File: src/rtl/pifo_tree_op_scheduler.sv
// Front-end arbiter for the SRAM PIFO tree: round-robin push requesters, one pop
// requester, minimum issue spacing, occupancy tracking and pop-result return.
module pifo_tree_op_scheduler #(
    parameter int PTW     = 16,
    parameter int MTW     = 32,
    parameter int NREQ    = 4,
    parameter int GAP     = 2,
    parameter int POP_LAT = 2,
    parameter int CAP     = 87380,
    parameter int CNTW    = 17
) (
    input  logic                          i_clk,
    input  logic                          i_arst,
    input  logic [NREQ-1:0]               i_push_req,
    input  logic [NREQ*(MTW+PTW)-1:0]     i_push_data,
    output logic [NREQ-1:0]               o_push_ack,
    input  logic                          i_pop_req,
    output logic                          o_pop_ack,
    output logic                          o_pop_valid,
    output logic [MTW+PTW-1:0]            o_pop_result,
    output logic                          o_push,
    output logic [MTW+PTW-1:0]            o_push_data,
    output logic                          o_pop,
    input  logic [MTW+PTW-1:0]            i_pop_data,
    output logic [CNTW-1:0]               o_count,
    output logic                          o_full,
    output logic                          o_empty
);

    localparam int DW  = MTW + PTW;
    localparam int RRW = (NREQ > 1) ? $clog2(NREQ) : 1;
    localparam int GW  = (GAP > 1) ? $clog2(GAP) : 1;
    localparam logic [CNTW-1:0]  CAP_C  = CNTW'(CAP);
    localparam logic [RRW:0]     NREQ_C = (RRW+1)'(NREQ);

    logic [CNTW-1:0]    r_count;
    logic [RRW-1:0]     r_rr;
    logic               r_last_pop;
    logic [GW-1:0]      r_gap;
    logic [POP_LAT-1:0] r_pop_pipe;
    logic [DW-1:0]      r_pop_hold;

    logic [2*NREQ-1:0]  w_req_dbl;
    logic [NREQ-1:0]    w_req_rot;
    logic [RRW-1:0]     w_off;
    logic [RRW:0]       w_sum;
    logic [RRW-1:0]     w_win;
    logic [RRW:0]       w_win_p1;
    logic               w_slot;
    logic               w_push_elig;
    logic               w_pop_elig;
    logic               w_push_issue;
    logic               w_pop_issue;
    logic [DW-1:0]      w_sel_data;

    // Nothing issues while reset is held, even though registers already read as idle.
    assign w_slot      = (r_gap == '0) && !i_arst;
    assign w_push_elig = (|i_push_req) && (r_count < CAP_C);
    assign w_pop_elig  = i_pop_req && (r_count != '0);

    // When both are eligible, the kind opposite to the last issued op wins.
    assign w_push_issue = w_slot && w_push_elig && (!w_pop_elig || r_last_pop);
    assign w_pop_issue  = w_slot && w_pop_elig && !w_push_issue;

    // Rotate requests so bit 0 is the requester at the rr pointer.
    assign w_req_dbl = {i_push_req, i_push_req};

    genvar gi;
    generate
        for (gi = 0; gi < NREQ; gi++) begin : g_rot
            assign w_req_rot[gi] = w_req_dbl[r_rr + gi];
        end
    endgenerate

    always_comb begin
        w_off = '0;
        for (int i = NREQ - 1; i >= 0; i--) begin
            if (w_req_rot[i]) begin
                w_off = RRW'(i);
            end
        end
    end

    assign w_sum    = {1'b0, r_rr} + {1'b0, w_off};
    assign w_win    = (w_sum >= NREQ_C) ? RRW'(w_sum - NREQ_C) : w_sum[RRW-1:0];
    assign w_win_p1 = {1'b0, w_win} + (RRW+1)'(1);

    always_comb begin
        w_sel_data = '0;
        for (int i = 0; i < NREQ; i++) begin
            if (w_win == RRW'(i)) begin
                w_sel_data = i_push_data[i*DW +: DW];
            end
        end
    end

    generate
        for (gi = 0; gi < NREQ; gi++) begin : g_ack
            assign o_push_ack[gi] = w_push_issue && (w_win == RRW'(gi));
        end
    endgenerate

    assign o_push      = w_push_issue;
    assign o_push_data = w_push_issue ? w_sel_data : '0;
    assign o_pop       = w_pop_issue;
    assign o_pop_ack   = w_pop_issue;

    always_ff @(posedge i_clk or posedge i_arst) begin
        if (i_arst) begin
            r_count    <= '0;
            r_rr       <= '0;
            r_last_pop <= 1'b1;
            r_gap      <= '0;
        end else begin
            if (w_push_issue || w_pop_issue) begin
                r_gap      <= GW'(GAP - 1);
                r_last_pop <= w_pop_issue;
            end else if (r_gap != '0) begin
                r_gap <= r_gap - GW'(1);
            end
            if (w_push_issue) begin
                r_count <= r_count + CNTW'(1);
                r_rr    <= (w_win_p1 == NREQ_C) ? '0 : w_win_p1[RRW-1:0];
            end else if (w_pop_issue) begin
                r_count <= r_count - CNTW'(1);
            end
        end
    end

    // Each bit marks an in-flight pop; the tail lines up with the tree's data.
    always_ff @(posedge i_clk or posedge i_arst) begin
        if (i_arst) begin
            r_pop_pipe <= '0;
            r_pop_hold <= '0;
        end else begin
            r_pop_pipe <= (r_pop_pipe << 1) | POP_LAT'(w_pop_issue);
            if (r_pop_pipe[POP_LAT-1]) begin
                r_pop_hold <= i_pop_data;
            end
        end
    end

    assign o_pop_valid  = r_pop_pipe[POP_LAT-1];
    assign o_pop_result = o_pop_valid ? i_pop_data : r_pop_hold;

    assign o_count = r_count;
    assign o_full  = (r_count == CAP_C);
    assign o_empty = (r_count == '0);

endmodule
File: config.mk
export PLATFORM = sky130hd
export DESIGN_NAME = pifo_tree_op_scheduler
export DESIGN_NICKNAME = d
export VERILOG_FILES = /design/src/rtl/pifo_tree_op_scheduler.sv
export SDC_FILE = /design/constraint.sdc
export NUM_CORES = 1
export LEC_CHECK = 0
export CORE_AREA = 2 2 146 148
export CTS_CLUSTER_DIAMETER = 120
export DETAILED_ROUTE_END_ITERATION = 8
export DIE_AREA = 0 0 148 150
export GPL_ROUTABILITY_DRIVEN = 0
export SETUP_SLACK_MARGIN = 0.05
export SLEW_MARGIN = 5
export SYNTH_ARGS = -nofsm -noshare
export SYNTH_HDL_FRONTEND = slang
export SYNTH_SLANG_ARGS = --single-unit
File: constraint.sdc
create_clock -name i_clk -period 9.8 [get_ports i_clk]
set_input_delay 1.47 -clock i_clk [delete_from_list [all_inputs] [get_ports i_clk]]
set_output_delay 1.47 -clock i_clk [all_outputs]
set_load 0.05 [all_outputs]
Word level (Yosys, flattened, before mapping)
Cells that the tools add are included.

Register bits after elaboration: 71. RAM bits: 0. Input bits: 247. ROM bits: 0. Memories kept: 0. Bits in latches: 0. Output and inout port bits: 123.

Shifts and indexed selects: 0. Bitwise gates (word level): 2. Equality and inequality tests: 5. $mul: 0. $lt $le $gt $ge: 6. Muxes and demuxes: 24. Divide/modulo/power cells: 0. Reduce and logical (&&, ||, !) cells: 21. Add/subtract/negate cells: 9.

Operators with widths (count): 2-to-1 mux 48 bit (6); 2-to-1 mux 17 bit (2); adder 17 x 1 -> 17 bit (second input constant) (1); == test 17 bit (second input constant) (1); zero test 17 bit (1); < comparator 17 bit (second input constant) (1); nonzero test 17 bit (1); subtractor 17 x 1 -> 17 bit (second input constant) (1); < comparator 3 x 4 -> 1 bit (second input constant) (3); 2-to-1 mux 2 bit (6); logical AND 1 bit (11); binary-select mux 1 bit (select 3 bit) (3); adder 2 x 1 -> 3 bit (second input constant) (2); adder 2 x 2 -> 3 bit (second input constant) (2); 2-to-1 mux 1 bit (6); == test 2 bit (second input constant) (2); < comparator 2 x 4 -> 1 bit (second input constant) (1); OR reduction 4 bit (1); adder 2 x 2 -> 3 bit (1); == test 3 bit (second input constant) (1); greater-or-equal comparator 3 bit (second input constant) (1); zero test 1 bit (3); binary-select mux 1 bit (select 2 bit) (1); == test 2 x 1 -> 1 bit (second input constant) (1); other kinds (7) (8).

Longest topological paths before layout
Gate-level depths: netlist of the first run.

Depth after elaboration: 16. Mapped depth: 19.

Least setup slack after synthesis of the first run
Ideal clock, no wire load.

Kind: in2out. Start point: input port i_push_req[0]. End point: output port o_push_data[36]. Buffers on the path: 3. Setup slack: 3.699 ns. Stages: 18. Arrival: 4.631 ns. Cells stage by stage: mux2i_1 -> nor2b_1 -> a21oi_1 -> a32o_1 -> ha_1 -> xor2_1 -> inv_1 -> ha_1 -> clkbuf_1 -> nor2b_1 -> clkbuf_1 -> buf_1 -> a22oi_1 -> nor2_1 -> a21oi_1 -> nor2_1 -> a21oi_1 -> nor2_1.

Word-level cells in the longest chain between the ends: 15. Elaborated cells between the ends (all ways): 29.

Ends and longest elaborated chain: start, declared (RTL line 14) `input logic [NREQ-1:0] i_push_req,`; binary-select mux 1 bit (select 3 bit) (RTL line 71) `assign w_req_rot[gi] = w_req_dbl[r_rr + gi];`; 2-to-1 mux 1 bit (not written as such) (RTL line 71); 2-to-1 mux 2 bit (4 in a row) (RTL line 78) `if (w_req_rot[i]) begin`; adder 2 x 2 -> 3 bit (RTL line 84) `assign w_sum = {1'b0, r_rr} + {1'b0, w_off};`; greater-or-equal comparator 3 bit or subtractor 2 x 1 -> 2 bit (tied branches) (RTL line 85) `assign w_win = (w_sum >= NREQ_C) ? RRW'(w_sum - NREQ_C) : w_sum[RRW-1:0];`; 2-to-1 mux 2 bit (RTL line 85); zero test 2 bit (RTL line 91) `if (w_win == RRW'(i)) begin`; 2-to-1 mux 48 bit (4 in a row) (RTL line 91); 2-to-1 mux 48 bit (*) (RTL line 104) `assign o_push_data = w_push_issue ? w_sel_data : '0;`; end, declared (RTL line 22) `output logic [MTW+PTW-1:0] o_push_data,`.

Mark *: on every way between the ends. The rest lies on a longest branch, timed or not. The select of a mux whose other input is x is not followed.

Worst setup path after layout of the first run
Start point: input port i_push_req[3]. End point: output port o_push_data[37].

Same word-level chain as after synthesis.

==> metrics.md, run 1 <==
| Metric | Value |
|---|---|
| First-pass GRT wire length | `32300 um` |
| Area Growth Syn to Fin | `80.4%` |
| Worst EP required | `8.33 ns` |
| Total CTS buffers | `9` |
| CTS max path bufs | `2` |
| Grt total ovfl | `0` |
| Worst Clk Skew | `roughly 0.007 ns` |
| Depth of the CTS H-tree | `3` |
| DIE WIDTH | `148 um` |
| Reg2reg setup slack | `5.69 ns` |
| Post-Synthesis Cells | `658` |
| Core Area | `20700 um^2` |
| Most common cell in the synthesized netlist | `nor2_1` |
| Largest net degree at the start of global routing | `98` |
| Final Max Slew Viols | `0` |
| Clock transition at the registers of the reported paths | `0.06 ns` |
| Worst setup EP type | `output port` |
| Setup CP Type | `input port to output port` |
| Status | `finished, final reports clean` |
| Max-cap violations | `0` |
| Initial antenna violation count | `4` |
| Reg2reg start | `o_count[15]$_DFFE_PP0P_` |
| CTS tree | `done` |
| Minimum clock period | `7.78 ns` |
| Cts hold-fix bufs | `0` |
| Clock latency on the worst-skew pair | `0.33 ns` |
| Core Rows | `53` |
| I/O Buffers | `369` |
| CP arrival | `6.31 ns` |
| Post_cts resized | `0` |
| Startpoint types | `input port` |
| CP max-delay cell | `clkdlybuf4s50_1` |
| Fin util | `0.460` |
| Met3 Track Usage GR | `0.0720` |
| Ys Warns | `0` |
| Drt via density | `4.70` |
| Die ar. | `22200 um^2` |
| Post-synth cell types | `47` |
| Async set-reset flop share out of synthesis | `1.00` |
| Vias | `5993` |
| R2R Path End | `o_count[16]$_DFFE_PP0P_` |
| F_max | `0.129 GHz` |
| Avg WL per Cell | `17.0 um` |
| Critical path's largest stage delay | `0.83 ns` |
| Max FO, Critical Path | `51` |
| Fin crit share | `0.794` |
| Unrepaired setup endpoints after global routing | `false` |
| HP Class | `flip-flop to flip-flop` |
| Hold-critical path depth | `0` |
| Met2 Resource Use GR | `0.337` |
| DRT Pass-1 Iters | `5` |
| Vias in the first global route | `just under 6000` |
| Post-DP HPWL | `17000 um` |
| FF-to-FF path depth | `13` |
| Initial Utilization | `0.255` |
| Cell accounting for the most synthesized area | `dfrtp_1` |
| Hold Path Origin | `r_pop_pipe[0]$_DFF_PP0_` |
| Clock Root Buffer | `clkbuf_16` |
| Sequential share of the synthesized area | `0.337` |
| Flops & latches, synth | `71` |
| Syn nets | `927` |
| Synth top area cells | `dfrtp_1 (33%), nor2_1 (12%), a21oi_1 (11%), mux2_2 (11%), a22oi_1 (6.7%)` |
| Synth Area per Inst | `8.01 um^2` |
| IO Pins | `370` |
| Slew at the pin closest to its max-slew limit | `0.993 ns` |
| TritonCTS Sinks | `71` |
| Total GRT Usage | `0.186` |
| Register area | `roughly 1800 um^2` |
| Routed Antenna Nets | `0` |
| Detailed Route Iter0 Violations | `256` |
| Fillers | `2089` |
| Synth Cell Area | `about 5300 um^2` |
| Crit path buffers/inverters | `5` |
| Rel. slew slack | `0.338` |
| Critical-path cell list | `clkdlybuf4s50_1, mux2i_1, o21ai_0, a32o_1, a21oi_1, o21ai_1, xor2_1, inv_1, ha_2, buf_4, nor2b_4, buf_4, a22oi_1, nor2_1, a21oi_1, nor2_1, a21oi_1, nor2_1, clkdlybuf4s50_1` |
| Postcts setup bufs | `0` |
| Cell family with most CP delay | `buffers and inverters` |
| Final Hold Violating Endpoints | `0` |
| Final setup vio count | `0` |
| Share of the synthesized area in the top cell type | `0.332` |
| WL final | `21600 um` |
| GR Layer Usage met1 | `0.202` |
| Ratio of cells with drive above 1 in the final layout | `0.0892` |
| Gr busiest metal | `met2` |
| Endpoint of the worst hold path | `r_pop_pipe[1]$_DFF_PP0_` |
| Top post-synthesis cells by count | `nor2_1 (165), a21oi_1 (116), dfrtp_1 (70), mux2_2 (50), a22oi_1 (47)` |
| Final setup TNS | `0 ns` |
| Remaining routing DRC violations | `0` |
| Area occupied by multi-input gates | `roughly 3300 um^2` |
| Ys flop type | `dfrtp_1` |
| EDFF count, synth | `0` |
| Chip height | `150 um` |
| Nets | `1262` |
## state kept, by name, summed over array words and instances, names as in the netlist
| name | cells |
|---|---|
| r_pop_pipe | 2 |
| r_last_pop | 1 |
| o_count | 17 |
| r_pop_hold | 48 |
| r_gap | 1 |
| r_rr | 2 |
## through the flow
step	hold slack (ns)	std cells	cell area, um^2	setup WS [ns]
5_1_grt	0.362	1276	9510	1.61
3_5_place_dp	0.342	1257	9180	2.02
4_1_cts	0.355	1273	9500	2.00
3_3_place_gp	0.336	1257	9180	2.13
6_report	0.352	1276	9510	2.02
2_1_floorplan	0.331	658	5270	3.70
## worst reg2reg max path, cell delays in order, from the launching register on
cell and delay (ns):
dfrtp_1 0.44, nor2_1 0.17, nand4_1 0.14, o21bai_1 0.22
o221ai_4 0.76, inv_1 0.42, fa_1 0.59, nor2b_4 0.13
o31a_1 0.22, a211oi_2 0.15, nor4b_2 0.38, a2111oi_4 0.10
mux2i_1 0.14, xnor2_1 0.14
## placed cells by master (no fill, tap or decap), types with 7 or more instances in the layout
cell type          n
ha_1              18
o21ai_0           14
a22oi_1           47
clkbuf_16          9
nand2_1           26
nor2_1           165
xor2_1             8
mux2_2            50
dfrtp_1           69
inv_1             10
xnor2_1            7
a21oi_1          116
o21ai_1            9
clkdlybuf4s50_1  369
## cell families (layout without fill, tap and decap cells)
logic type | count (synthesis) | count (layout) | synth area share
simple gates | 222 | 222 | 0.175
buf+inv | 62 | 402 | 0.0465
compound gates | 211 | 211 | 0.246
xor+xnor | 15 | 15 | 0.0249
flops | 71 | 71 | 0.337
mux | 55 | 55 | 0.116
other cells | 0 | 3 | 0
fa+ha+maj | 22 | 22 | 0.0537
## routing by layer
| metal | vias to the layer above | routed length, um | part of all wire |
|---|---|---|---|
| li1 | 2993 | - | - |
| met1 | 2724 | 7960 | 0.37 |
| met2 | 249 | 11000 | 0.51 |
| met3 | 25 | 2240 | 0.10 |
| met4 | 2 | 380 | 0.018 |
| met5 | - | 13 | 0.00060 |
## area by class of cell
type,count,share of cell area
multi-input cells,525,0.345
inverters,12,0.00474
flip-flops and latches,71,0.187
diodes,3,0.000789
clock inverters,7,0.0100
repair buffers,374,0.392
well taps,275,0.0362
clock buffers,9,0.0237
## how the worst max path moves through the flow
| stage | start | end | slack (ns) | cells after the start |
|---|---|---|---|---|
| after floorplan | i_push_req[0] | o_push_data[36] | 3.70 | 18 |
| after global placement | i_push_req[3] | o_push_data[47] | 2.13 | 19 |
| after detailed placement | i_push_req[0] | o_push_data[47] | 2.02 | 19 |
| after CTS | i_push_req[0] | o_push_data[47] | 2.00 | 19 |
| after global routing | i_push_req[3] | o_push_data[35] | 1.61 | 19 |
| final | i_push_req[3] | o_push_data[37] | 2.02 | 19 |
Power of run 1 is left out: the tool's default activity adds up to more than one toggle a clock period on the data nets, which glitch-free logic cannot reach.
==> run 2, diff against run 1 <==
--- a/config.mk
+++ b/config.mk
@@ -5,11 +5,12 @@
 export SDC_FILE = /design/constraint.sdc
 export NUM_CORES = 1
 export LEC_CHECK = 0
-export CORE_AREA = 2 2 146 148
+export CORE_AREA = 2 2 144 146
 export CTS_CLUSTER_DIAMETER = 120
 export DETAILED_ROUTE_END_ITERATION = 8
-export DIE_AREA = 0 0 148 150
+export DIE_AREA = 0 0 146 148
 export GPL_ROUTABILITY_DRIVEN = 0
+export PLACE_DENSITY = 0.66
 export SETUP_SLACK_MARGIN = 0.05
 export SLEW_MARGIN = 5
 export SYNTH_ARGS = -nofsm -noshare
==> constraint.sdc (replaced) <==
create_clock -name i_clk -period 6.8 [get_ports i_clk]
set_input_delay 1.02 -clock i_clk [delete_from_list [all_inputs] [get_ports i_clk]]
set_output_delay 1.02 -clock i_clk [all_outputs]
set_load 0.05 [all_outputs]
==> metrics.md, run 2 (synthesis results as in run 1) <==
| Metric | Value |
|---|---|
| Routed Antenna Nets | `0 (unchanged)` |
| Fillers | `2011 (-3.7%)` |
| Cts hold-fix bufs | `0 (unchanged)` |
| Total CTS buffers | `9 (unchanged)` |
| Vias in the first global route | `6020 (+4.0%)` |
| Drt via density | `4.79 (+2.0%)` |
| Slew at the pin closest to its max-slew limit | `1.14 ns (+0.147 ns)` |
| Area Growth Syn to Fin | `81.2%` |
| Worst setup EP type | `output port` |
| Vias | `6115 (+2.0%)` |
| Register area | `1780 um^2 (unchanged)` |
| TritonCTS Sinks | `71 (unchanged)` |
| I/O Buffers | `369 (unchanged)` |
| Initial Utilization | `0.263 (+0.00827)` |
| DRT Pass-1 Iters | `5 (unchanged)` |
| F_max | `0.165 GHz` |
| Max reg flops | `48 (unchanged)` |
| Postcts setup bufs | `0 (unchanged)` |
| Startpoint types | `input port` |
| Chip height | `148 um (-1.3%)` |
| CP arrival | `5.04 ns (-1.27 ns)` |
| IO Pins | `370 (unchanged)` |
| Initial antenna violation count | `5 (+1)` |
| Final setup TNS | `0 ns (unchanged)` |
| CTS max path bufs | `2 (unchanged)` |
| Avg WL per Cell | `17.5 um (+3.2%)` |
| Depth of the CTS H-tree | `3 (unchanged)` |
| Die ar. | `21600 um^2 (-2.7%)` |
| Clock transition at the registers of the reported paths | `0.06 ns (about the same)` |
| Max FO, Critical Path | `50 (-2.0%)` |
| Core Rows | `52 (-1.9%)` |
| Worst Clk Skew | `0.00561 ns (-0.00158 ns)` |
| Fin util | `0.477 (+0.0170)` |
| Most frequent cells in the layout | `clkdlybuf4s50_1 (365), nor2_1 (165), a21oi_1 (116)` |
| Status | `finished, final reports clean` |
| DIE WIDTH | `146 um (-1.4%)` |
| Worst EP required | `5.78 ns (-2.55 ns)` |
| Reg with most FFs | `r_pop_hold` |
| Core Area | `20000 um^2 (-3.1%)` |
| Minimum clock period | `6.06 ns` |
| Detailed Route Iter0 Violations | `202 (-21%)` |
| Remaining routing DRC violations | `0 (unchanged)` |
| Ratio of cells with drive above 1 in the final layout | `0.0958 (+0.00663)` |
| Placed Area | `9230 um^2 (+0.56%)` |
| HP Class | `flip-flop to flip-flop` |
| Rel. slew slack | `0.240 (-0.0983)` |
| Most common cell after layout, fill and taps aside | `clkdlybuf4s50_1` |
| Grt total ovfl | `0 (unchanged)` |
| Post_cts resized | `0 (unchanged)` |
| CTS tree | `done` |
| Post-DP HPWL | `17700 um (+4.4%)` |
| Total GRT Usage | `0.199 (+0.0127)` |
| Unrepaired setup endpoints after global routing | `false` |
| Area occupied by multi-input gates | `3280 um^2 (unchanged)` |
| WL final | `22300 um (+3.2%)` |
| Nets | `1266 (+0.32%)` |
| Final setup vio count | `0 (unchanged)` |
| Max-cap violations | `0 (unchanged)` |
| Clock Root Buffer | `clkbuf_16` |
| Largest net degree at the start of global routing | `72 (-27%)` |
| Fin crit share | `0.892` |
| Final Max Slew Viols | `0 (unchanged)` |
| Final Hold Violating Endpoints | `0 (unchanged)` |
| Setup CP Type | `input port to output port` |
| Final instance area | `9550 um^2 (+0.45%)` |
| Clock latency on the worst-skew pair | `0.33 ns (about the same)` |
| First-pass GRT wire length | `33600 um (+4.1%)` |
==> run 2: cell count changes in the layout (fill, tap and decap cells not counted), moves of 2 or more <==
cell,change
clkbuf_8,+2
buf_12,+3
buf_4,+5
clkdlybuf4s50_1,-4
==> run 2: per-stage QoR <==
| stage | std cells | setup slack [ns] | hold slack [ns] |
|---|---|---|---|
| final | 1276 | 0.737 | 0.354 |
| after global routing | 1276 | 0.457 | 0.361 |
| after CTS | 1272 | 0.676 | 0.356 |
| after detailed placement | 1256 | 0.687 | 0.345 |
| after global placement | 1256 | 0.814 | 0.345 |
| after floorplan | 658 | 1.60 | 0.331 |
==> run 2: critical path, stage by stage <==
cell and delay [ns]:
clkdlybuf4s50_1 0.44, mux2i_1 0.27, nor2b_1 0.21, a21oi_1 0.07, a32o_1 0.23, ha_1 0.19
xor2_1 0.41, inv_1 0.13, ha_2 0.22, buf_4 0.30, a22oi_1 0.31, nor2_1 0.07
a21oi_1 0.12, nor2_1 0.05, a21oi_1 0.18, nor2_1 0.07, clkdlybuf4s50_1 0.72
==> run 2: worst paths after layout <==
path                                           end  slack [ns]               startpoint  cells after the start
min in group asynchronous  o_count[13]$_DFFE_PP0P_        1.32                   i_arst                      3
max in group asynchronous      r_rr[1]$_DFFE_PP0P_        4.86                   i_arst                      3
max reg2reg                o_count[16]$_DFFE_PP0P_        2.85   o_count[0]$_DFFE_PP0P_                     13
min                        r_pop_pipe[1]$_DFF_PP0_        0.35  r_pop_pipe[0]$_DFF_PP0_                      0
min reg2reg                r_pop_pipe[1]$_DFF_PP0_        0.35  r_pop_pipe[0]$_DFF_PP0_                      0
max                                o_push_data[30]        0.74            i_push_req[0]                     17
==> run 2: final cells by class <==
class / count / area share
timing repair buffer: 378 / 0.397
multi-input combinational: 525 / 0.344
sequential: 71 / 0.186
tap: 270 / 0.0354
clock buffer: 12 / 0.0269
clock inverter: 4 / 0.00550
inverter: 12 / 0.00472
antenna: 4 / 0.00105
==> run 2: layer usage <==
metal	GRT usage	wire (um)	up-vias
met5	0	13	-
met4	0.0976	817	2
met3	0.0722	2050	41
met2	0.362	11600	265
met1	0.201	7850	2810
li1	-	-	2997
Power of run 2 is left out for the same reason.
==> run 3, diff against run 2 <==
--- a/config.mk
+++ b/config.mk
@@ -6,7 +6,7 @@
 export NUM_CORES = 1
 export LEC_CHECK = 0
 export CORE_AREA = 2 2 144 146
-export CTS_CLUSTER_DIAMETER = 120
+export CTS_CLUSTER_DIAMETER = 40
 export DETAILED_ROUTE_END_ITERATION = 8
 export DIE_AREA = 0 0 146 148
 export GPL_ROUTABILITY_DRIVEN = 0
==> results of run 3 <==
The final DEF is identical to that of run 2; final timing and power are the same.
Power of run 3 is left out for the same reason.
